### config.mk
export PLATFORM = sky130hd
export DESIGN_NAME = vending_machine_param
export DESIGN_NICKNAME = d
export VERILOG_FILES = /design/src/rtl/vending_machine_param.sv
export SDC_FILE = /design/constraint.sdc
export NUM_CORES = 1
export LEC_CHECK = 0
export ABC_AREA = 1
export ABC_CLOCK_PERIOD_IN_PS = 1900
export CORE_ASPECT_RATIO = 2
export CORE_UTILIZATION = 55
export DETAILED_ROUTE_END_ITERATION = 10
export DONT_BUFFER_PORTS = 1
export PLACE_DENSITY = 0.84
export RECOVER_POWER = 100
export SLEW_MARGIN = 20
export SYNTH_ARGS = -nofsm -noshare
export SYNTH_HDL_FRONTEND = slang
export SYNTH_SLANG_ARGS = --single-unit
export TNS_END_PERCENT = 10
### constraint.sdc
create_clock -name clk_i -period 1.9 [get_ports clk_i]
set_input_delay 0.285 -clock clk_i [delete_from_list [all_inputs] [get_ports clk_i]]
set_output_delay 0.285 -clock clk_i [all_outputs]
set_load 0.01 [all_outputs]
### src/rtl/vending_machine_param.sv
// Parametrised vending controller: N products with per-product prices and
// stock counters. Handles coin accept/reject, cancel with refund, sold-out
// and selection-error reporting. Change is paid serially, one 5-unit coin
// per cycle, for a downstream coin-hopper driver.
module vending_machine_param #(
   parameter int unsigned NUM_PRODUCTS = 5,
   parameter int unsigned VAL_W        = 8,
   parameter logic [NUM_PRODUCTS*VAL_W-1:0] PRICES = {8'd35, 8'd30, 8'd25, 8'd20, 8'd15},
   parameter int unsigned MAX_BALANCE  = 60,
   parameter int unsigned STOCK_W      = 4,
   parameter int unsigned INIT_STOCK   = 8,
   localparam int unsigned SEL_W       = $clog2(NUM_PRODUCTS)
) (
   input  logic                    clk_i,
   input  logic                    rst_i,
   input  logic                    coin_valid_i,
   input  logic [3:0]              coin_i,
   input  logic                    select_valid_i,
   input  logic [SEL_W-1:0]        select_i,
   input  logic                    cancel_i,
   input  logic                    restock_i,
   output logic [NUM_PRODUCTS-1:0] deliver_o,
   output logic                    change_coin_o,
   output logic                    coin_reject_o,
   output logic                    sel_error_o,
   output logic [NUM_PRODUCTS-1:0] sold_out_o,
   output logic [VAL_W-1:0]        balance_o,
   output logic                    busy_o
);

   localparam int unsigned COIN_UNIT = 5;

   typedef enum logic [1:0] {
      IDLE    = 2'd0,
      COLLECT = 2'd1,
      VEND    = 2'd2,
      CHANGE  = 2'd3
   } state_e;

   state_e             state_q, state_d;
   logic [VAL_W-1:0]   balance_q, balance_d;
   logic [VAL_W-1:0]   remainder_q, remainder_d;
   logic [SEL_W-1:0]   sel_q, sel_d;
   logic [STOCK_W-1:0] stock_q [NUM_PRODUCTS];
   logic [STOCK_W-1:0] stock_d [NUM_PRODUCTS];
   logic               coin_reject_q, coin_reject_d;
   logic               sel_error_q, sel_error_d;

   logic [VAL_W-1:0]   sel_price_c;
   logic [STOCK_W-1:0] sel_stock_c;
   logic               sel_in_range_c;
   logic               sel_ok_c;
   logic               coin_legal_c;
   logic               coin_fits_c;

   // Look up price and stock of the requested product (zero when out of range).
   always_comb begin
      sel_price_c = '0;
      sel_stock_c = '0;
      for (int i = 0; i < NUM_PRODUCTS; i++) begin
         if (select_i == SEL_W'(i)) begin
            sel_price_c = PRICES[i*VAL_W +: VAL_W];
            sel_stock_c = stock_q[i];
         end
      end
   end

   // Acceptance terms for selections and coins; the coin sum is one bit wider.
   always_comb begin
      sel_in_range_c = (32'(select_i) < NUM_PRODUCTS);
      sel_ok_c       = sel_in_range_c && (sel_stock_c != '0) && (balance_q >= sel_price_c);
      coin_legal_c   = (coin_i == 4'd5) || (coin_i == 4'd10);
      coin_fits_c    = (({1'b0, balance_q} + (VAL_W+1)'(coin_i)) <= (VAL_W+1)'(MAX_BALANCE));
   end

   // Next-state and register-update logic.
   always_comb begin
      state_d       = state_q;
      balance_d     = balance_q;
      remainder_d   = remainder_q;
      sel_d         = sel_q;
      stock_d       = stock_q;
      coin_reject_d = 1'b0;
      sel_error_d   = 1'b0;

      case (state_q)
         IDLE: begin
            if (coin_valid_i) begin
               if (coin_legal_c) begin
                  balance_d = VAL_W'(coin_i);
                  state_d   = COLLECT;
               end else begin
                  coin_reject_d = 1'b1;
               end
            end
            sel_error_d = select_valid_i;
            if (restock_i) begin
               for (int i = 0; i < NUM_PRODUCTS; i++) begin
                  stock_d[i] = STOCK_W'(INIT_STOCK);
               end
            end
         end

         COLLECT: begin
            if (cancel_i) begin
               remainder_d   = balance_q;
               balance_d     = '0;
               state_d       = CHANGE;
               coin_reject_d = coin_valid_i;
            end else if (select_valid_i) begin
               if (sel_ok_c) begin
                  sel_d       = select_i;
                  remainder_d = balance_q - sel_price_c;
                  balance_d   = '0;
                  state_d     = VEND;
               end else begin
                  sel_error_d = 1'b1;
               end
               coin_reject_d = coin_valid_i;
            end else if (coin_valid_i) begin
               if (coin_legal_c && coin_fits_c) begin
                  balance_d = balance_q + VAL_W'(coin_i);
               end else begin
                  coin_reject_d = 1'b1;
               end
            end
         end

         VEND: begin
            for (int i = 0; i < NUM_PRODUCTS; i++) begin
               if ((sel_q == SEL_W'(i)) && (stock_q[i] != '0)) begin
                  stock_d[i] = stock_q[i] - STOCK_W'(1);
               end
            end
            state_d       = (remainder_q == '0) ? IDLE : CHANGE;
            coin_reject_d = coin_valid_i;
            sel_error_d   = select_valid_i;
         end

         CHANGE: begin
            remainder_d = remainder_q - VAL_W'(COIN_UNIT);
            if (remainder_q <= VAL_W'(COIN_UNIT)) begin
               remainder_d = '0;
               state_d     = IDLE;
            end
            coin_reject_d = coin_valid_i;
            sel_error_d   = select_valid_i;
         end

         default: begin
            state_d = IDLE;
         end
      endcase
   end

   // State and datapath registers with synchronous reset.
   always_ff @(posedge clk_i) begin
      if (rst_i) begin
         state_q       <= IDLE;
         balance_q     <= '0;
         remainder_q   <= '0;
         sel_q         <= '0;
         coin_reject_q <= 1'b0;
         sel_error_q   <= 1'b0;
         for (int i = 0; i < NUM_PRODUCTS; i++) begin
            stock_q[i] <= STOCK_W'(INIT_STOCK);
         end
      end else begin
         state_q       <= state_d;
         balance_q     <= balance_d;
         remainder_q   <= remainder_d;
         sel_q         <= sel_d;
         coin_reject_q <= coin_reject_d;
         sel_error_q   <= sel_error_d;
         for (int i = 0; i < NUM_PRODUCTS; i++) begin
            stock_q[i] <= stock_d[i];
         end
      end
   end

   // Output decode from registered state and stock counters.
   always_comb begin
      deliver_o = '0;
      for (int i = 0; i < NUM_PRODUCTS; i++) begin
         deliver_o[i]  = (state_q == VEND) && (sel_q == SEL_W'(i));
         sold_out_o[i] = (stock_q[i] == '0);
      end
      change_coin_o = (state_q == CHANGE);
      busy_o        = (state_q == VEND) || (state_q == CHANGE);
      coin_reject_o = coin_reject_q;
      sel_error_o   = sel_error_q;
      balance_o     = balance_q;
   end

endmodule

### Yosys cells after proc, flatten, opt, wreduce, memory -nomap -nowiden

Index checks and enable logic that the tools add are counted.

| word-level totals | value |
|---|---|
| register bits after elaboration | 43 |
| input port bits | 13 |
| output and inout bits | 22 |
| logic and storage cells | 145 |

| operators by class | value |
|---|---|
| add/sub/neg operators | 9 |
| magnitude comparators | 4 |
| equal/unequal tests | 27 |
| mux-type cells | 49 |
| bitwise operators | 1 |
| reduce and logical (&&, ||, !) cells | 44 |

Operators with widths:

| cell | count |
|---|---|
| 2-to-1 mux 8 bit | 15 |
| 2-to-1 mux 4 bit | 11 |
| one-hot mux 20 bit (2 select lines) | 1 |
| one-hot mux 8 bit (2 select lines) | 2 |
| nonzero test 4 bit | 6 |
| zero test 4 bit | 5 |
| 2-to-1 mux 20 bit | 1 |
| subtractor 4 x 1 -> 4 bit, second input constant | 5 |
| AND reduction 3 bit | 6 |
| inequality test 2 bit, second input constant | 8 |
| 2-to-1 mux 2 bit | 7 |
| logical AND 1 bit | 13 |
| == test 3 x 2 -> 1 bit, second input constant | 4 |
| inequality test 4 bit, second input constant | 3 |
| adder 8 x 4 -> 9 bit | 1 |
| less-or-equal comparator 9 x 6 -> 1 bit, second input constant | 1 |
| 2-to-1 mux 1 bit | 9 |
| adder 8 x 4 -> 8 bit | 1 |
| greater-or-equal comparator 8 bit | 1 |
| less-or-equal comparator 8 x 3 -> 1 bit, second input constant | 1 |
| zero test 8 bit | 1 |
| one-hot mux 2 bit (4 select lines) | 1 |
| subtractor 8 x 3 -> 8 bit, second input constant | 1 |
| subtractor 8 bit | 1 |
| other kinds (21) | 29 |

### Longest topological paths before layout

| depth | value |
|---|---|
| word-level depth | 13 |
| depth in mapped cells | 15 |

### Worst setup path after synthesis

Ideal clock, no wire load.

| timing path | value |
|---|---|
| kind | in2reg |
| start | input select_i[0] |
| end | register balance_q[1], in the netlist balance_o[1] |
| setup time | 115 ps |
| arrival | 1914 ps |
| required time | 1785 ps |
| path slack | -129 ps |
| stages | 14 |
| path buffers | 1 |
| cells stage by stage | nor2_2 -> inv_2 -> nor2_1 -> inv_1 -> ha_1 -> a21oi_1 -> nand2_1 -> nor2_1 -> o211ai_2 -> nand2_2 -> a21oi_2 -> buf_4 -> a21oi_1 -> nor2_1 |

| between the ends | value |
|---|---|
| cells in the longest elaborated chain, start to end | 11 |
| elaborated cells between the ends (all ways) | 22 |

RTL lines:

| item | RTL line | RTL |
|---|---|---|
| from (decl) | 19 | `input logic [SEL_W-1:0] select_i,` |
| parallel branches: the longest is 8 deep, another holds greater-or-equal comparator 8 bit | - |  |
| logical AND 1 bit (*) | 71 | `sel_ok_c = sel_in_range_c && (sel_stock_c != '0) && (balance_q >= sel_price_c);` |
| inequality test 4 bit (no source line) (*) | - |  |
| AND reduction 6 bit (no source line) (*) | - |  |
| to (signal assigned) | 170 | `balance_q <= balance_d;` |
| to (decl) | 41 | `logic [VAL_W-1:0] balance_q, balance_d;` |

Every way passes the cells marked *.
A chain may end at the register's enable or synchronous reset.

### Final worst setup path

| timing path | value |
|---|---|
| start | register balance_q[0], in the netlist balance_o[0] |
| end | register balance_q[2], in the netlist balance_o[2] |

| between the ends | value |
|---|---|
| cells in the longest elaborated chain, start to end | 6 |
| elaborated cells between the ends (all ways) | 14 |

RTL lines:

| item |
|---|
| parallel branches: the longest is 6 deep, another holds adder 8 x 4 -> 9 bit |

Several ways; the timed one is not identified. The select of a mux whose other input is x is not followed.

==> summary.txt <==
Status
  – Status: complete, but fails checks
  – Violations in the final reports: setup timing

Min path
  – Tightest Hold Check Type: in -> reg

Route
  – Via count: ~3,500
  – Drt wl/cell: 15.9 um
  – DRT iter0 DRCs: 158
  – Mean number of vias per cell: 5.85
  – Drt total wl: 9.45 mm
  – Drt pass-1 iters: 4
  – Routed Antenna Nets: 0
  – DRC violations left: 0

Power
  – Static Leak: 1.85 nW
  – Max rail drop VDD: a little over 0.0008 V
  – Tot Pwr: 2.62 mW
  – Pwr Density: 678 mW/mm^2

STA
  – WHS: around 0.017 ns
  – Period utilisation layout: 1.07
  – Fmax: 494 MHz
  – Final worst slack: -0.125 ns
  – Count of final setup violators: 21
  – Clock Skews: approximately 0.016 ns
  – Slew of the pin with the lowest slew margin: 0.665 ns
  – Post-layout minimum cycle time: a little over 2 ns
  – Final hold vios: 0
  – Rel. slew slack: 0.556
  – Max-slew violation count: 0
  – RSZ-0062 raised after global routing: true

Logic synthesis
  – Syn_area_per_cell: 6.59 um^2
  – Simple-gate area share of the yosys netlist: 0.333
  – Leading area contributor after synthesis: dfxtp_1
  – Mapped Cells: ~480
  – Largest family of logic cells by synthesized area: simple AND/OR/NAND/NOR gates
  – Post-synthesis xor/xnor area fraction: 0.0250
  – Post-synthesis adder-cell area fraction: 0.0999
  – Post-synth cell types: 40
  – Seq/Total Area, Yosys: 0.273
  – Syn nets: 516
  – Top cells by area, synth: dfxtp_1 (27%), nand2_1 (13%), ha_1 (8.7%)
  – Post-Syn Area: 0.00316 mm^2
  – Synth Register Bits: 43
  – Syn. warnings: 0
  – Yosys top cell area share: 0.273
  – Synth Area in Compound Gates: 0.165
  – Post-synthesis mux area share: 0

Clocking
  – CTS Buf Count: 5
  – Bufs on Longest Clock Path: 2
  – CTS H-Tree Depth: 2
  – Hold_buf cts: 0
  – Num Clock Sinks: 43
  – Worst skew pair latency: around 0.32 ns
  – CTS tree: done
  – Root buffer cell: clkbuf_8
  – Clk slew on worst S/H paths: 0.09 ns

Layout
  – Final std cells w/o fill: around 590
  – Sequential cell area: 866 um^2
  – Share of layout cells above drive strength 1: 0.219
  – Post-route cell area: 0.00386 mm^2
  – Multi-input logic area: 0.00213 mm^2
  – Diode count: 0
  – Area grow syn2layout: 22.2%
  – Commonest non-fill, non-tap cell in the layout: nand2_1
  – Fillers: 444
  – Final nets: 570
  – Commonest cells after routing, fill and taps aside: nand2_1 (109), inv_1 (61), buf_4 (52)

GRT
  – All-Layer GR Usage: 0.316
  – Largest net degree at the start of global routing: 21
  – Initial antenna violation count: 0
  – Number of global-route vias before repair: ~3,500
  – GRT Residual Overflow: 0
  – First-pass GRT wire length: between 15 and 20 mm

Worst setup path
  – WS Path Type: reg -> reg
  – CP Data Required Time: 2.11 ns
  – Reg2reg path depth: 11
  – CP Capture Point: balance_o[2]
  – CP max FO: 13
  – Crit. Startpoint: balance_o[0]
  – CP arrival: 2.24 ns
  – Critical Path Source Type: register
  – Reg2reg start: balance_o[0]
  – Flop2flop setup slack: -0.13 ns
  – RR Endpoint: balance_o[2]
  – Worst setup EP type: register

Placement
  – Dpl ws: -0.269 ns
  – DP Cell Count: 578
  – DP HPWL: 7.02 mm
  – Gpl congestion: 0.960
  – Port bufs: 0
  – Placed cell area: roughly 0.0036 mm^2

Floorplan
  – DIE AREA: 0.00606 mm^2
  – DIE HEIGHT: about 110 um
  – Initial core utilization: 0.577
  – Chip Width: 55.6 um
  – Placement row count: 38
  – Core ar.: 0.00547 mm^2
  – # IOs: 35

Job
  – MaxCap Viol Count: 0
kinds of logic (layout without fill, tap and decap cells):
logic type | after synthesis | count (layout)
and+or+nand+nor | 231 | 232
adders and majority gates | 24 | 24
buffers and inverters | 80 | 134
DFF | 43 | 43
AOI/OAI and AO/OA | 92 | 92
xor gates and xnor gates | 9 | 9
synth_stat cells:
library cell	number
a211oi_1	2
a21oi_1	38
a21oi_2	1
a22o_1	1
a22oi_1	2
a31oi_1	1
and2_1	1
and3_1	1
buf_2	1
buf_4	3
buf_6	2
clkbuf_1	4
clkinv_1	1
dfxtp_1	43
fa_1	2
ha_1	22
inv_1	64
inv_2	5
nand2_1	112
nand2_2	8
nand3_1	39
nand3_2	1
nand3b_1	2
nand4_1	7
nor2_1	40
nor2_2	4
nor2_4	1
nor3_1	8
nor3_2	5
nor4_4	1
o2111ai_1	1
o211a_1	3
o211ai_1	4
o211ai_2	1
o21ai_0	32
o21ai_1	2
o22ai_1	3
o31ai_1	1
or2_0	1
xor2_1	9
what timing repair did:
item,4_1_cts,5_1_grt
setup endpoints to repair,22,23
gates cloned,1,0
buffers inserted,5,2
gates resized for setup,27,9
pin swaps,9,4
flip-flops by register name, indices dropped and copies added, names as in the netlist:
name	flops
stock_q	20
coin_reject_o	1
balance_o	8
sel_q	3
state_q	2
remainder_q	8
sel_error_o	1
layer usage:
layer / wire length (um) / vias to the layer above / global-route usage
met4: 774 / 0 / 0.279
met2: 5100 / 141 / 0.609
met1: 3180 / 1598 / 0.271
li1: - / 1678 / -
met3: 403 / 55 / 0.0510
met5: 0 / - / 0
through the flow:
stage           util  TNS, ns
6_report       0.705    -1.62
5_1_grt        0.705    -4.74
4_1_cts        0.697    -2.04
3_5_place_dp   0.656    -3.83
3_3_place_gp   0.656    -2.26
2_1_floorplan      -   -0.284
critical path, stage by stage, from the launching register on:
cell and delay (ns):
dfxtp_4 0.38, ha_4 0.16, fa_2 0.53, nor2_1 0.05, nor2_1 0.10, nand3_1 0.08, nor2_1 0.09, nand2_1 0.08
nand4_1 0.11, nand2_4 0.12, a21oi_1 0.15, nor2_1 0.06
how the worst min path moves through the flow:
| stage | startpoint | to | slack [ns] | cells past startpoint |
|---|---|---|---|---|
| final | rst_i | sel_error_o | 0.02 | 1 |
| after global routing | rst_i | sel_error_o | 0.009 | 1 |
| after CTS | rst_i | sel_error_o | 0.02 | 1 |
| after detailed placement | rst_i | state_q[1] | 0.36 | 1 |
| after global placement | rst_i | state_q[1] | 0.36 | 1 |
| after floorplan | stock_q[15] | stock_q[15] | 0.43 | 2 |
area by class of cell:
class                           instances  area share
Tap cell                               60      0.0195
Timing Repair Buffer                   56       0.111
Clock inverter                          2     0.00422
Inverter                               70      0.0681
Sequential cell                        43       0.224
Multi-Input combinational cell        357       0.551
Clock buffer                            6      0.0214
power breakdown:
group / internal (mW) / switching [mW] / total, mW
logic: 0.407 / 0.540 / 0.947
registers: 0.963 / 0.0585 / 1.02
clock network: 0.297 / 0.351 / 0.648
total: 1.67 / 0.950 / 2.62
No activity file was read; power rests on OpenSTA's default activity.
